===== config.mk =====
export PLATFORM = sky130hd
export DESIGN_NAME = serial_adder_flat
export DESIGN_NICKNAME = d
export VERILOG_FILES = /design/src/rtl/serial_adder_if.sv /design/src/rtl/serial_adder.sv /design/src/flat_wrapper.sv
export SDC_FILE = /design/constraint.sdc
export NUM_CORES = 1
export LEC_CHECK = 0
export BUFFER_PORTS_ARGS = -buffer_cell sky130_fd_sc_hd__buf_2
export CAP_MARGIN = 5
export CORE_MARGIN = 3
export CORE_UTILIZATION = 47
export DETAILED_ROUTE_END_ITERATION = 7
export PLACE_DENSITY_LB_ADDON = 0.05
export SLEW_MARGIN = 20
export SYNTH_ARGS = -nofsm -noshare
export SYNTH_HDL_FRONTEND = slang
export SYNTH_SLANG_ARGS = --single-unit

===== constraint.sdc =====
create_clock -name clk -period 1.6 [get_ports clk]
set_clock_uncertainty 0.2 [all_clocks]
set_input_delay 0.08 -clock clk [delete_from_list [all_inputs] [get_ports clk]]
set_output_delay 0.08 -clock clk [all_outputs]
set_load 0.01 [all_outputs]

===== src/rtl/serial_adder_if.sv =====
// -----------------------------------------------------------------------------
// serial_adder_if
//   Handshake bundle for the bit-serial adder.
//
//   Upstream (operand) side:
//     in_valid   operand pair and cin are valid
//     in_ready   adder can accept an operand pair
//     a, b       WIDTH-bit operands
//     cin        carry into bit 0
//   Downstream (result) side:
//     out_valid  sum/cout are valid
//     out_ready  consumer accepts the result
//     sum        WIDTH-bit sum, a+b+cin truncated
//     cout       carry out of the MSB
//     ovf        signed overflow flag (present only with SERIAL_ADDER_OVF_EN)
//   Status:
//     busy       high while bits are being shifted through the full adder
//
//   Modports: slave = the adder, master = the party driving operands and
//   consuming results.
// -----------------------------------------------------------------------------
interface serial_adder_if #(
    parameter int WIDTH = 8
);
    logic             in_valid;
    logic             in_ready;
    logic [WIDTH-1:0] a;
    logic [WIDTH-1:0] b;
    logic             cin;
    logic             out_valid;
    logic             out_ready;
    logic [WIDTH-1:0] sum;
    logic             cout;
    logic             busy;
`ifdef SERIAL_ADDER_OVF_EN
    logic             ovf;

    modport slave (
        input  in_valid, a, b, cin, out_ready,
        output in_ready, out_valid, sum, cout, busy, ovf
    );

    modport master (
        output in_valid, a, b, cin, out_ready,
        input  in_ready, out_valid, sum, cout, busy, ovf
    );
`else
    modport slave (
        input  in_valid, a, b, cin, out_ready,
        output in_ready, out_valid, sum, cout, busy
    );

    modport master (
        output in_valid, a, b, cin, out_ready,
        input  in_ready, out_valid, sum, cout, busy
    );
`endif
endinterface


===== src/rtl/serial_adder.sv =====
// -----------------------------------------------------------------------------
// serial_adder
//   Bit-serial WIDTH-bit adder: one full-adder cell plus a registered carry,
//   consuming one bit per clock, LSB first. Operands arrive over a valid/ready
//   handshake, the registered sum and carry-out leave over another.
//
//   Parameters:
//     WIDTH      operand/sum width, 2..32
//   Ports:
//     clk        rising-edge clock
//     rst        synchronous active-high reset
//     bus        serial_adder_if.slave (in_valid/in_ready/a/b/cin,
//                out_valid/out_ready/sum/cout, busy[, ovf])
//
//   Optional feature, macro SERIAL_ADDER_OVF_EN:
//     adds bus.ovf, the two's-complement overflow flag (carry into MSB XOR
//     carry out of MSB), captured on the last shift edge.
//
//   Timing: out_valid rises exactly WIDTH edges after the accepting edge;
//   result is held under backpressure; after the output handshake the block
//   returns to IDLE, so in_ready is seen one cycle later.
// -----------------------------------------------------------------------------
module serial_adder #(
    parameter int WIDTH = 8
) (
    input logic           clk,
    input logic           rst,
    serial_adder_if.slave bus
);
    localparam int              CNT_W    = (WIDTH > 1) ? $clog2(WIDTH) : 1;
    localparam logic [CNT_W-1:0] CNT_LAST = CNT_W'(WIDTH - 1);

    typedef enum logic [1:0] {
        IDLE  = 2'd0,
        SHIFT = 2'd1,
        DONE  = 2'd2
    } state_t;

    state_t state;
    state_t state_next;

    logic [WIDTH-1:0] a_sr;
    logic [WIDTH-1:0] b_sr;
    logic [WIDTH-1:0] sum_r;
    logic             carry;
    logic             cout_r;
    logic [CNT_W-1:0] cnt;

    logic             bit_sum;
    logic             bit_carry;
    logic             last;

    logic             in_ready;
    logic             out_valid;
    logic             busy;

    function automatic logic majority(input logic x, input logic y, input logic z);
        return (x & y) | (x & z) | (y & z);
    endfunction

    // Single full-adder cell working on the current LSBs and the carry register.
    assign bit_sum   = a_sr[0] ^ b_sr[0] ^ carry;
    assign bit_carry = majority(a_sr[0], b_sr[0], carry);
    assign last      = (cnt == CNT_LAST);

    always_ff @(posedge clk) begin
        if (rst) begin
            state <= IDLE;
        end else begin
            state <= state_next;
        end
    end

    always_comb begin
        state_next = state;
        in_ready   = 1'b0;
        out_valid  = 1'b0;
        busy       = 1'b0;
        case (state)
            IDLE: begin
                in_ready = 1'b1;
                if (bus.in_valid) begin
                    state_next = SHIFT;
                end
            end
            SHIFT: begin
                busy = 1'b1;
                if (last) begin
                    state_next = DONE;
                end
            end
            DONE: begin
                out_valid = 1'b1;
                // No same-cycle restart: IDLE is always visited after a result.
                if (bus.out_ready) begin
                    state_next = IDLE;
                end
            end
            default: begin
                state_next = IDLE;
            end
        endcase
    end

`ifdef SERIAL_ADDER_OVF_EN
    logic ovf_r;
`endif

    always_ff @(posedge clk) begin
        if (rst) begin
            a_sr   <= '0;
            b_sr   <= '0;
            sum_r  <= '0;
            carry  <= 1'b0;
            cout_r <= 1'b0;
            cnt    <= '0;
`ifdef SERIAL_ADDER_OVF_EN
            ovf_r  <= 1'b0;
`endif
        end else begin
            case (state)
                IDLE: begin
                    if (bus.in_valid) begin
                        a_sr  <= bus.a;
                        b_sr  <= bus.b;
                        carry <= bus.cin;
                        cnt   <= '0;
                    end
                end
                SHIFT: begin
                    a_sr  <= a_sr >> 1;
                    b_sr  <= b_sr >> 1;
                    carry <= bit_carry;
                    // Sum bits enter at the MSB so that after WIDTH shifts
                    // bit 0 of the result has reached position 0.
                    sum_r <= {bit_sum, sum_r[WIDTH-1:1]};
                    if (last) begin
                        cout_r <= bit_carry;
`ifdef SERIAL_ADDER_OVF_EN
                        // carry currently holds the carry into the MSB.
                        ovf_r  <= carry ^ bit_carry;
`endif
                    end else begin
                        cnt <= cnt + 1'b1;
                    end
                end
                default: begin
                end
            endcase
        end
    end

    assign bus.in_ready  = in_ready;
    assign bus.out_valid = out_valid;
    assign bus.busy      = busy;
    assign bus.sum       = sum_r;
    assign bus.cout      = cout_r;
`ifdef SERIAL_ADDER_OVF_EN
    assign bus.ovf       = ovf_r;
`endif

endmodule

===== src/flat_wrapper.sv =====
// flat-port wrapper written by rule: the top's interface ports become plain ports
module serial_adder_flat 
#(
    parameter int WIDTH = 8
)
  (clk, rst, bus_in_valid, bus_a, bus_b, bus_cin, bus_out_ready, bus_in_ready, bus_out_valid, bus_sum, bus_cout, bus_busy);
  serial_adder_if #(.WIDTH(WIDTH)) bus_i ();
  input logic clk;
  input logic rst;
  input wire logic [$bits(bus_i.in_valid)-1:0] bus_in_valid;
  input wire logic [$bits(bus_i.a)-1:0] bus_a;
  input wire logic [$bits(bus_i.b)-1:0] bus_b;
  input wire logic [$bits(bus_i.cin)-1:0] bus_cin;
  input wire logic [$bits(bus_i.out_ready)-1:0] bus_out_ready;
  output wire logic [$bits(bus_i.in_ready)-1:0] bus_in_ready;
  output wire logic [$bits(bus_i.out_valid)-1:0] bus_out_valid;
  output wire logic [$bits(bus_i.sum)-1:0] bus_sum;
  output wire logic [$bits(bus_i.cout)-1:0] bus_cout;
  output wire logic [$bits(bus_i.busy)-1:0] bus_busy;
  assign bus_i.in_valid = bus_in_valid;
  assign bus_i.a = bus_a;
  assign bus_i.b = bus_b;
  assign bus_i.cin = bus_cin;
  assign bus_i.out_ready = bus_out_ready;
  assign bus_in_ready = bus_i.in_ready;
  assign bus_out_valid = bus_i.out_valid;
  assign bus_sum = bus_i.sum;
  assign bus_cout = bus_i.cout;
  assign bus_busy = bus_i.busy;
  serial_adder #(.WIDTH(WIDTH)) u_core (.clk(clk), .rst(rst), .bus(bus_i));
endmodule

Word level (Yosys, flattened, before mapping). Cells that the tools add are included.

Bits in registers: 31.

Bitwise gates (word level): 7. Reductions and logical operators: 6. Equality and inequality tests: 7. Mux-type cells: 16. Add/subtract/negate cells: 1.

Operator list (number): 8-bit one-hot mux with 2 select lines (2); 8-bit 2-to-1 mux (2); 2-bit 2-to-1 mux (3); 3-bit 2-to-1 mux (2); 2-bit != test, second input constant (3); 2-bit one-hot mux with 3 select lines (1); 3-bit one-hot mux with 2 select lines (1); 3-bit AND reduction (2); 1-bit 2-to-1 mux (4); 2-bit AND reduction (2); 3-bit by 1-bit adder with 3-bit output, second input constant (1); 1-bit AND (3); 3-bit == test, second input constant (1); 2-bit by 1-bit == test with 1-bit output, second input constant (1); 2-bit == test, second input constant (1); 2-bit logical NOT (1); 2-bit by 1-bit != test with 1-bit output, second input constant (1); 1-bit OR (2); 1-bit one-hot mux with 2 select lines (1); 2-bit nonzero test (1); 1-bit XOR (2).

Longest topological paths before layout. Gate-level depths: netlist (run 1).

Depth in word-level cells: 4. Mapped depth: 5.

Least setup slack after synthesis (run 1). Ideal clock, no wire load.

Kind: flip-flop to flip-flop. Start: reg u_core.cnt[0]. End: reg u_core.cnt[1]. Setup time: 124 ps. Data arrival time: 1126 ps. Stages on the path, launching flop included: 6. Clock period less this slack: 1450 ps. Slack: 150 ps. Required time: 1276 ps. Cells stage by stage: dfxtp_1 > ha_1 > ha_1 > nand2b_1 > a21oi_1 > o21ai_1.

Cells in the longest elaborated chain, start to end: 3. Elaborated cells on any way between the ends: 6. Those cells by class: add/sub (1); eq/ne (2); mux (2); reduce/logical (1).

RTL lines: start: declaration (line serial_adder.sv:47) `logic [CNT_W-1:0] cnt;`; start signal: assignment (line serial_adder.sv:144) `cnt <= cnt + 1'b1;`; 3-bit by 1-bit adder with 3-bit output / 3-bit == test (equally long branches) (line serial_adder.sv:144, serial_adder.sv:64); 3-bit 2-to-1 mux / 2-bit != test (equally long branches); 3-bit one-hot mux with 2 select lines / 3-bit AND reduction (equally long branches).

Several ways; a longest one is shown, not always the timed one. The select of a mux whose other input is x is not followed. A chain may end at the register's enable or synchronous reset.

Worst setup path in the final report (run 1).
Start: reg u_core.cnt[0]. End: reg u_core.state[0].

Cells in the longest elaborated chain, start to end: 3.

RTL lines: 3-bit == test (line serial_adder.sv:64) `assign last = (cnt == CNT_LAST);`; 2-bit by 1-bit != test with 1-bit output (no source line); 3-bit AND reduction (no source line); end signal: assignment (line serial_adder.sv:70) `state <= state_next;`; end: declaration (line serial_adder.sv:39) `state_t state;`.

No other way between the ends.

==> flow_results.org, run 1 <==
** Drt
- After detailed routing, the number of vias per cell comes to 5.017.
- Number of detailed-routing iterations run before antenna repair :: 4
- DRT iter0 DRCs :: 61
- Count of vias placed by the detailed router :: 1,149
- DRC violations left :: 0
- The count of nets left with antenna violations once routing finished came out at 0.
- After detailed routing, the average wire length per cell comes to 12.44 microns.
- The routed design has 2.848 mm of wire.

** Floorplanning
- Once the floorplan was initialized, standard cells occupied 49.62% of the core.
- Die H :: 60.19 microns
- From left edge to right edge, the die measures 60.19 microns.
- Floorplan row count :: 19
- Full die area :: 3622 sq um
- The core region is 2781 sq um.
- IO Count :: 33

** Clock tree
- Clock tree synthesis inserted a total of 5 buffers.
- For this design, the sink count on the clock tree is 31.
- For the worst-skew pair, the clock arrives at the later sink with an insertion delay of 330 ps.
- The root buffer cell chosen for the clock tree is sky130_fd_sc_hd__clkbuf_4.
- Post-CTS timing repair inserted 0 buffers for setup.
- Counting along the longest clock path gives a buffer depth of 2.
- TritonCTS built the clock tree.
- After clock tree synthesis, the clock-pin slew on the worst setup and hold paths is 110 ps.
- H-tree depth :: 2

** Layout
- The top cell types in the final layout, fill and taps aside, are 32 x sky130_fd_sc_hd__buf_2, 29 x sky130_fd_sc_hd__dfxtp_1, 20 x sky130_fd_sc_hd__nand2_1, 20 x sky130_fd_sc_hd__dlygate4sd3_1, 18 x sky130_fd_sc_hd__nor2_1.
- Total number of nets in the final design :: 221
- Utilization after layout :: 68.15%
- The repair_antennas step left the layout with diodes totalling 0.
- The library cell used most frequently in the layout, excluding fill and tap cells, is sky130_fd_sc_hd__buf_2.
- Ratio of cells with drive above 1 in the final layout :: 31.82%
- After filler insertion, the fill cell instance count of the layout stands at 226.
- Signed area change from the synthesized netlist to the final layout :: 37.35%
- Post-Layout Inst Area :: 1896 sq um

** Yosys
- Mean instance size in the synthesized netlist :: 9.719 sq um
- Of the synthesized area, sequential elements account for 44.97%.
- The synthesized design contains 31 register bits.
- Synthesis produced a netlist with a net count of 166.
- Synthesis produced a netlist whose cell count is 142.
- Number of distinct standard cells referenced by the synthesized netlist :: 27
- In this run the cell area of the synthesized design comes to 1380 sq um.
- During synthesis, Yosys emitted a total of 0 warnings.

** Place
- Count of buffers inserted at the top-level ports :: 32
- Summing all placed instances gives a cell area of 1575 sq um.
- At the end of routability-driven placement, the weighted congestion stood at 0.6972.
- DP Wirelength :: 1.904 mm

** Pwr
- Summed over all cells, the static leakage comes to 0.7857 nW.
- The worst-case IR drop observed on VDD is 0.0007782 V.
- Power density over the cells :: 940.6 nW/um^2
- The completed layout was analyzed and its total power is 1.783 mW.

** Timing
- Setup violations remaining at the end of the flow were counted as 0.
- After routing, the total negative slack on setup checks comes to 0 ps.
- The clock period could shrink to 1519 ps.
- The worst path uses 94.93% of the clock period.
- The number of failing hold endpoints at the final stage was 0.
- Setup repair after global routing left no endpoint under its margin.
- In this run the tightest slew margin relative to its limit is 77.03%.
- Highest clock frequency the design can meet :: 658.4 MHz
- Max-slew violation total from the final report :: 0
- At the pin with the least slew margin, the transition time is 344.5 ps.

** Critical path
- Startpoint of the lowest-slack register-to-register path :: u_core.cnt[0]
- Slowest Stage Delay on Critical Path :: 330 ps
- Traced cell by cell, the critical path runs through ha_1, ha_2, nand2b_1, a21oi_2, nor2b_1.
- Counting both buffers and inverters, the worst setup path holds a total of 0.
- Family of cells with the greatest summed delay on the critical path :: adder cells
- In this run the critical register-to-register path is captured at u_core.state[0].
- Element type at the critical path end :: flop
- Arrival time worst endpoint :: 1590 ps
- The worst register-to-register path has a depth of 5.
- Crit Path Max Fanout :: 4
- The setup check on the worst reg-to-reg path leaves a slack of 80 ps.
- The slowest stage of the critical path is the sky130_fd_sc_hd__dfxtp_1 cell.
- For the worst setup path, the data required time is 1670 ps.
- STA classifies the critical path startpoint as a flop.
- The setup path with the least slack is of type reg -> reg.

** GRT
- All-layer global routing usage :: 18.17%
- The total overflow left after global routing is 0.
- Entering global routing, the biggest net connects 31 pins.
- Via count of the first global-routing pass :: 1,094
- The first global-routing pass estimated 4.774 mm of wire.
- The number of antenna violations at the first check in global routing is 0.

** Hold path
- The min-delay analysis places its worst path in the category reg -> reg.
- Startpoint of the worst hold path :: u_core.bus.cout
- Hold path cells :: 2
- Endpoint of the worst hold path :: u_core.bus.cout

** Run status
- Status :: finished clean

** Run
- Max-cap violations in this run came to 0.
## final cells by class
class                   instances  area, sq um  area share [%]
well taps                      31        38.79           2.046
inverters                       2        10.01          0.5281
flip-flops and latches         31        625.6           33.00
repair buffers                 57        426.7           22.51
clock buffers                   6        51.30           2.706
clock inverters                 2        35.03           1.848
multi-input cells             100        708.2           37.36
## flip-flops by register name, summed over array words and instances, names as in the netlist
| name | count |
|---|---|
| u_core.bus.cout | 1 |
| u_core.a_sr | 8 |
| u_core.carry | 1 |
| u_core.state | 2 |
| u_core.b_sr | 8 |
| u_core.cnt | 3 |
| u_core.bus.sum | 8 |
## Yosys cell counts
cell type                   n  area share [%]
sky130_fd_sc_hd__inv_1      1            0.27
sky130_fd_sc_hd__buf_2      4             1.5
sky130_fd_sc_hd__o21ai_1    2            0.73
sky130_fd_sc_hd__o31ai_1    1            0.54
sky130_fd_sc_hd__ha_1       2             1.8
sky130_fd_sc_hd__dfxtp_1   31              45
sky130_fd_sc_hd__a21oi_1   11             4.0
sky130_fd_sc_hd__a211oi_2  10             9.1
sky130_fd_sc_hd__a211oi_1   5             2.7
sky130_fd_sc_hd__nand3_1    1            0.36
sky130_fd_sc_hd__mux2i_1   15              11
sky130_fd_sc_hd__nor4b_2    1             1.1
sky130_fd_sc_hd__nor2_1    18             4.9
sky130_fd_sc_hd__buf_12     1             1.5
sky130_fd_sc_hd__buf_4      1            0.54
sky130_fd_sc_hd__buf_1      1            0.27
sky130_fd_sc_hd__clkbuf_1   1            0.27
sky130_fd_sc_hd__nand3b_1   1            0.54
sky130_fd_sc_hd__o21bai_1   1            0.54
sky130_fd_sc_hd__inv_2      1            0.27
sky130_fd_sc_hd__nand2_1   20             5.4
sky130_fd_sc_hd__a32oi_1    2             1.3
sky130_fd_sc_hd__nor2b_1    2            0.91
sky130_fd_sc_hd__o21ba_2    1            0.73
sky130_fd_sc_hd__buf_6      1            0.82
sky130_fd_sc_hd__fa_1       1             1.5
sky130_fd_sc_hd__nand2b_1   6             2.7
## worst min-delay path, delay by kind of cell, from the launching register on
kind            cells  cell delay, ps
simple gates        1              50
flops               1             320
compound gates      1              50
## power breakdown
part	total (mW)	internal (mW)	switching, mW
Sequential	0.849	0.819	0.0297
Clock	0.634	0.369	0.265
Combinational	0.300	0.157	0.143
Total	1.78	1.35	0.437
## what timing repair did
action | 4_1_cts | 5_1_grt
gates resized for setup | 4 | 5
endpoints found under the setup margin | 5 | 5
pin swaps | 0 | 1
hold buffers | 20 | 0
hold endpoints to repair | 21 | 0
## cell families (layout without fill, tap and decap cells)
family                   Yosys count  count (layout)  share of synthesized area (%)
buffers and inverters             11              67                          5.348
multiplexers                      15              15                          10.88
AND/OR/NAND/NOR                   49              49                          15.96
adder cells (fa/ha/maj)            3               3                          3.264
AO/OA/AOI/OAI                     33              33                          19.58
flip-flops                        31              31                          44.97
## metal layers
| layer | part of all wire [%] | wire [microns] | vias to the layer above | global-route usage (%) |
|---|---|---|---|---|
| li1 | - | - | 608 | - |
| met1 | 46 | 1299 | 514 | 21.32 |
| met2 | 48 | 1375 | 19 | 29.01 |
| met3 | 3.9 | 112 | 8 | 5.184 |
| met4 | 2.1 | 60 | 0 | 11.08 |
| met5 | 0 | 0 | - | 0 |
## how the worst max path moves through the flow
stage,startpoint,end,cells after the start
3_3_place_gp,u_core.cnt[0],u_core.cnt[1],5
6_report,u_core.cnt[0],u_core.state[0],5
5_1_grt,u_core.cnt[0],u_core.state[0],5
3_5_place_dp,u_core.cnt[0],u_core.cnt[2],5
4_1_cts,u_core.state[0],bus_busy,4
2_1_floorplan,u_core.cnt[0],u_core.cnt[1],5
## per-stage QoR
step | worst slack [ps] | cells | hold slack (ps)
after CTS | 21.78 | 229 | 267.2
final | 81.09 | 229 | 262.1
after global routing | 14.71 | 229 | 287.8
after detailed placement | -8.187 | 201 | 155.8
after global placement | 97.44 | 201 | 150.7
after floorplan | 149.9 | 142 | 45.82
Note: power is estimated with default switching activity, not from simulation.
==> run 2, diff against run 1 <==
PLACE_DENSITY = 0.74   (was not set)
PLACE_DENSITY_LB_ADDON = not set   (was 0.05)
==> flow_results.org, run 2 (synthesis results as in run 1) <==
** Clock tree
- Maximum buffer depth of the clock tree :: 2 (unchanged)
- Clock input transition at the sequential cells of the worst setup and hold paths :: 90 ps (was 110 ps)
- The count of H-tree levels built during CTS was 2 (unchanged).
- Cell at the root of the clock tree :: sky130_fd_sc_hd__clkbuf_4 (unchanged)
- Total setup buffers inserted after CTS :: 0 (unchanged)
- The TritonCTS clock tree is yes (unchanged).
- Clock Latency Late Sink :: 330 ps (about the same)
- Count of clock tree sinks :: 31 (unchanged)
- TritonCTS buffer count :: 5 (unchanged)

** Timing
- The count of pins over their slew limit came to 0 (unchanged).
- Share of the clock period used by the worst path after layout :: 95.48% (was 94.93%)
- The slew at the pin closest to its max-slew limit is 343.1 ps (was 344.5 ps).
- The final number of setup-violating endpoints came to 0 (unchanged).
- RSZ-0062 raised after global routing: false (unchanged).
- The worst max-slew margin expressed relative to the limit came to 77.13% (was 77.03%).
- Post-Route Hold Slack :: 260.2 ps (was 262.1 ps)
- Highest clock frequency the design can meet :: 654.6 MHz (was 658.4 MHz)
- The number of failing hold endpoints at the final stage came to 0 (unchanged).
- The clock period minus final worst setup slack is 1528 ps (was 1519 ps).

** Pwr
- The net switching power of the design was 425.9 uW (was 437.5 uW).
- The largest voltage drop on the vdd net is 0.0008317 V (was 0.0007782 V).
- Internal power :: 1.140 mW (was 1.345 mW)
- The share of total power in the clock network is 27.2% (was 35.6%).
- The combinational share of power came to 18.5% (was 16.8%).
- Leakage component of the power :: 0.7609 nW (was 0.7857 nW)
- The total design power is 1.566 mW (was 1.783 mW).
- The power per unit of standard cell area is 850.7 nW/um^2 (was 940.6 nW/um^2).
- The register share of total power came to 54.3% (was 47.6%).
- Sw Ratio :: 27.20% (was 24.54%)

** Floorplanning
- Core area :: 2781 sq um (unchanged)
- The starting density of the core came to 49.62% (unchanged).
- The placement row count came to 19 (unchanged).
- IO Count :: 33 (unchanged)
- Die extent in x :: 60.19 microns (unchanged)
- Die H :: 60.19 microns (unchanged)
- The die outline area is 3622 sq um (unchanged).

** Critical path
- Startpoint class of the critical path :: flop (unchanged)
- The arrival time at the worst endpoint was 1540 ps (was 1590 ps).
- Setup slack of the most critical reg-to-reg path :: 70 ps (was 80 ps)
- Worst Path Class, Setup :: reg -> reg (unchanged)
- CP Launch Point :: u_core.cnt[0] (unchanged)
- The critical path required time came to 1610 ps (was 1670 ps).
- The maximum fanout encountered on the critical timing path came to 4 (unchanged).
- Startpoint of the lowest-slack register-to-register path :: u_core.cnt[0] (unchanged)
- The endpoint type of the worst setup path is a flop (unchanged).

** Layout
- The antenna diode count came to 0 (unchanged).
- Highest-count cells in the layout ignoring fill and taps: 32 x sky130_fd_sc_hd__buf_2, 29 x sky130_fd_sc_hd__dfxtp_1, 20 x sky130_fd_sc_hd__nand2_1, 20 x sky130_fd_sc_hd__dlygate4sd3_1, 18 x sky130_fd_sc_hd__nor2_1 (unchanged).
- The post-route standard cell area excluding fillers is 1841 sq um (was 1896 sq um).
- The total of fill cells in the finished design was 226 (unchanged).
- The most common cell after layout, fill and taps aside is sky130_fd_sc_hd__buf_2 (unchanged).
- The synthesis-to-layout area growth was 33.36% (was 37.35%).
- The final-stage net count is 221 (unchanged).
- The share of post-route cells with drive strength above 1 is 30.30% (was 31.82%).
- The post-layout utilization of the core was 66.17% (was 68.15%).

** Hold path
- Startpoint of the worst hold path :: u_core.bus.cout (unchanged)
- Worst hold path class :: reg -> reg (unchanged)

** Drt
- Routed wire length :: 2.898 mm (was 2.848 mm)
- Remaining antenna violation count after routing :: 0 (unchanged)
- Count of vias placed by the detailed router :: 1,161 (was 1,149)
- The violation count after the first detailed-route iteration came to 34 (was 61).
- Via density per instance :: 5.070 (was 5.017)
- DRC violations left :: 0 (unchanged)
- The count of TritonRoute iterations in the first routing pass was 4 (unchanged).
- The post-detailed-route wirelength per cell came to 12.66 microns (was 12.44 microns).

** GRT
- First-pass GRT wire length :: 4.712 mm (was 4.774 mm)
- Final global-route overflow total :: 0 (unchanged)
- All-layer global routing usage :: 17.66% (was 18.17%)
- The number of antenna violations at the first check in global routing was 0 (unchanged).
- Via count of the first global-routing pass :: 1,143 (was 1,094)
- The pin count of the biggest net entering global routing came to 31 (unchanged).

** Place
- The number of buffer cells added on primary ports came to 32 (unchanged).
- The global placement routability congestion is 0.7407 (was 0.6972).
- DP Wirelength :: 1.934 mm (was 1.904 mm)
- The standard cell area after detailed placement is 1563 sq um (was 1575 sq um).

** Run status
- Status :: finished clean (unchanged)

** Run
- Maximum Capacitance Violations :: 0 (unchanged)
## run 2: worst max-delay path, stage by stage (launching register included)
cell                       delay [ps]
sky130_fd_sc_hd__dfxtp_1          330
sky130_fd_sc_hd__ha_1             220
sky130_fd_sc_hd__ha_4             180
sky130_fd_sc_hd__nand2b_1         150
sky130_fd_sc_hd__a21oi_2          220
sky130_fd_sc_hd__o21ai_1          110
## run 2: what timing repair did
action	in CTS	in global routing
gates cloned	0	0
endpoints found under the setup margin	2	5
hold endpoints to repair	30	0
hold buffers	20	0
resized for setup	1	5
pin swaps	0	1
## run 2: path summary, 6_finish.rpt
check | end | depth (start not counted)
setup / recovery | u_core.cnt[2] | 5
setup reg to reg | u_core.cnt[2] | 5
hold reg to reg | u_core.bus.cout | 2
hold / removal | u_core.bus.cout | 2
## run 2: cell type report
class / count / area (sq um) / area share [%]
inverters: 2 / 7.507 / 0.4079
flip-flops and latches: 31 / 623.1 / 33.85
clock inverters: 1 / 5.005 / 0.2719
clock buffers: 7 / 45.04 / 2.447
well taps: 31 / 38.79 / 2.107
repair buffers: 57 / 410.4 / 22.30
multi-input cells: 100 / 710.7 / 38.61
## run 2: power by group through the flow
stage          logic (mW)  clock network (mW)  registers, mW
6_report            0.289               0.426          0.850
3_3_place_gp        0.237                   0          0.865
5_1_grt             0.317               0.473          0.858
3_5_place_dp        0.248                   0          0.867
2_1_floorplan       0.186                   0          0.861
4_1_cts             0.287               0.444          0.850
## run 2: per-layer routing
layer	GRT usage (%)	wire length [microns]	vias to the layer above
met5	0	0	-
met4	5.696	0	0
met3	6.479	124	0
met2	31.17	1511	18
met1	19.39	1262	542
li1	-	-	601
## run 2: through the flow
step,cells,setup TNS [ps],setup slack (ps)
2_1_floorplan,142,0,149.9
3_3_place_gp,201,0,118.2
3_5_place_dp,201,-0.6448,-0.6448
4_1_cts,229,0,28.43
5_1_grt,229,0,13.58
6_report,229,0,72.35
==> run 3, diff against run 2 <==
CELL_PAD_IN_SITES_DETAIL_PLACEMENT = 0   (was not set)
CELL_PAD_IN_SITES_GLOBAL_PLACEMENT = 2   (was not set)
CORE_UTILIZATION = 31   (was 47)
PLACE_DENSITY = not set   (was 0.74)
PLACE_DENSITY_LB_ADDON = 0.1   (was not set)
clock period = 1.5 ns   (was 1.6 ns; I/O delays follow)
==> flow_results.org, run 3 (synthesis results as in run 1) <==
** Floorplanning
- The I/O pin count was 33 (unchanged).
- Starting density of the core :: 33.30% (was 49.62%)
- Floorplan row count :: 23 (was 19)
- The die outline area came to 5288 sq um (was 3622 sq um).
- Die H :: 72.72 microns (was 60.19 microns)
- The area of the core region is 4144 sq um (was 2781 sq um).
- Die extent in x :: 72.72 microns (was 60.19 microns)

** Layout
- The post-route standard cell area excluding fillers came to 1958 sq um (was 1841 sq um).
- Highest-count cells in the layout ignoring fill and taps :: 32 x sky130_fd_sc_hd__buf_2, 30 x sky130_fd_sc_hd__dfxtp_1, 20 x sky130_fd_sc_hd__nand2_1, 20 x sky130_fd_sc_hd__dlygate4sd3_1, 18 x sky130_fd_sc_hd__nor2_1 (was 32 x sky130_fd_sc_hd__buf_2, 29 x sky130_fd_sc_hd__dfxtp_1, 20 x sky130_fd_sc_hd__nand2_1, 20 x sky130_fd_sc_hd__dlygate4sd3_1, 18 x sky130_fd_sc_hd__nor2_1)
- Ratio of cells with drive above 1 in the final layout :: 32.84% (was 30.30%)
- Total number of nets in the final design :: 226 (was 221)
- Fillcell total :: 418 (was 226)
- The most common cell after layout, fill and taps aside is sky130_fd_sc_hd__buf_2 (unchanged).
- The post-layout utilization of the core came to 47.25% (was 66.17%).
- The antenna diode count was 0 (unchanged).
- The synthesis-to-layout area growth was 41.89% (was 33.36%).

** Timing
- The total negative setup slack is 0 ps (unchanged).
- The slew at the pin closest to its max-slew limit is 288.0 ps (was 343.1 ps).
- The maximum operating frequency is 686.4 MHz (was 654.6 MHz).
- The final worst-path cycle share was 97.12% (was 95.48%).
- The count of pins over their slew limit is 0 (unchanged).
- Post-Route Hold Slack :: 260.0 ps (was 260.2 ps)
- The number of failing hold endpoints at the final stage is 0 (unchanged).
- Total of endpoints with negative setup slack in the final report :: 0 (unchanged)
- Worst Slack Setup Final :: 43.20 ps (was 72.35 ps)
- Minimum clock period :: 1457 ps (was 1528 ps)
- Relative slew margins :: 80.80% (was 77.13%)

** GRT
- Final global-route overflow total :: 0 (unchanged)
- Pin count of the biggest net entering global routing :: 31 (unchanged)
- The global-route total usage across every layer was 11.81% (was 17.66%).
- Number of antenna violations at the first check in global routing :: 0 (unchanged)
- Via count of the first global-routing pass :: 1,113 (was 1,143)
- First-pass GRT wire length :: 4.816 mm (was 4.712 mm)

** Critical path
- Req. time, crit path :: 1500 ps (was 1610 ps)
- Crit Path Max Fanout :: 3 (was 4)
- R2R depth :: 5 (unchanged)
- The critical register-to-register path startpoint is u_core.cnt[0] (unchanged).
- Arrival time worst endpoint :: 1460 ps (was 1540 ps)
- Endpoint of the most critical setup path :: u_core.cnt[1] (was u_core.cnt[2])
- The destination of the worst register-to-register timing path is u_core.cnt[1] (was u_core.cnt[2]).
- The path type of the worst setup path was reg -> reg (unchanged).
- CP Launch Point :: u_core.cnt[0] (unchanged)
- The internal reg-to-reg setup slack was 40 ps (was 70 ps).
- Element type at the critical path end :: flop (unchanged)
- The category of the worst setup path launch point is a flop (unchanged).

** Clock tree
- The number of buffers inserted during clock tree synthesis was 5 (unchanged).
- Clock tree from TritonCTS :: yes (unchanged)
- The buffer type at the clock tree root is sky130_fd_sc_hd__clkbuf_8 (was sky130_fd_sc_hd__clkbuf_4).
- The count of H-tree levels built during CTS is 2 (unchanged).
- The maximum root-to-sink buffer count was 2 (unchanged).
- The worst-skew pair later-pin latency was 270 ps (was 330 ps).
- Count of clock tree sinks :: 31 (unchanged)
- The post-CTS clock slew at the launch and capture registers of the worst setup and hold paths is 60 ps (was 90 ps).

** Run
- Maximum Capacitance Violations :: 0 (unchanged)

** Drt
- Via density per instance :: 4.705 (was 5.070)
- Remaining antenna violation count after routing :: 0 (unchanged)
- Number of detailed-routing iterations run before antenna repair :: 4 (unchanged)
- The total via count in the routed design came to 1,181 (was 1,161).
- Routed wire length :: 3.008 mm (was 2.898 mm)
- The post-detailed-route wirelength per cell is 11.98 microns (was 12.66 microns).
- The violation count after the first detailed-route iteration came to 29 (was 34).
- DRC violations left :: 0 (unchanged)

** Hold path
- The class of the most critical hold timing path was reg -> reg (unchanged).

** Place
- The post-detailed-placement half-perimeter wirelength came to 2.025 mm (was 1.934 mm).
- The global placement routability congestion came to 0.6575 (was 0.7407).
- The number of buffer cells added on primary ports came to 32 (unchanged).
- The minimum setup slack after placement was -49.76 ps (was -0.6448 ps).
- The standard cell area after detailed placement is 1614 sq um (was 1563 sq um).

** Run status
- Status :: finished clean (unchanged)

** Pwr
- Maximum VDD drop :: 0.0004246 V (was 0.0008317 V)
- The power per unit of standard cell area came to 930.0 nW/um^2 (was 850.7 nW/um^2).
- Leakage component of the power :: 0.7996 nW (was 0.7609 nW)
run 3: worst min path at each step:
stage / startpoint / endpoint / slack [ps] / cells past startpoint
floorplan: bus_in_valid / u_core.a_sr[7] / 40 / 2
global placement: bus_b[7] / u_core.b_sr[7] / 150 / 3
detailed placement: bus_a[7] / u_core.a_sr[7] / 150 / 3
CTS: u_core.bus.sum[0] / u_core.bus.sum[0] / 260 / 2
global route: u_core.bus.sum[0] / u_core.bus.sum[0] / 280 / 2
finish: u_core.bus.sum[0] / u_core.bus.sum[0] / 260 / 2
run 3: timing repair:
item	in CTS	in global routing
pin swaps	1	2
setup endpoints to repair	5	5
buffers inserted	0	3
gates resized for setup	4	5
hold endpoints to repair	20	0
hold buffers	20	0
gates cloned	0	0
run 3: cell type report:
| type | instances | area (sq um) | share of cell area, % |
|---|---|---|---|
| flip-flops and latches | 31 | 621.8 | 31.76 |
| multi-input cells | 100 | 733.2 | 37.44 |
| well taps | 50 | 62.56 | 3.195 |
| repair buffers | 62 | 460.4 | 23.51 |
| inverters | 2 | 7.507 | 0.3834 |
| clock buffers | 6 | 72.57 | 3.706 |
run 3: power breakdown:
| part | total [mW] | switching, mW | internal, mW | leakage (nW) |
|---|---|---|---|---|
| sequential | 0.907 | 0.0310 | 0.875 | 0.255 |
| combinational | 0.332 | 0.156 | 0.176 | 0.508 |
| clock | 0.583 | 0.274 | 0.308 | 0.0371 |
| total | 1.82 | 0.461 | 1.36 | 0.800 |
run 3: critical path, stage by stage (launching register included):
cell                      delay, ps
sky130_fd_sc_hd__dfxtp_1        320
sky130_fd_sc_hd__ha_2           200
sky130_fd_sc_hd__ha_4           170
sky130_fd_sc_hd__nor4b_4        320
sky130_fd_sc_hd__nand2_1         90
sky130_fd_sc_hd__o21ai_1         90
run 3: through the flow:
| stage | total power [mW] | instances |
|---|---|---|
| floorplan | 1.116 | 142 |
| CTS | 1.846 | 248 |
| detailed placement | 1.198 | 222 |
| global route | 1.926 | 251 |
| finish | 1.821 | 251 |
| global placement | 1.190 | 222 |
run 3: metal layers:
layer	part of all wire, %	track usage [%]	routed length, microns
met5	0	0	0
met4	1.6	4.918	47
met3	5.8	4.270	175
met2	46	18.74	1382
met1	47	14.42	1403
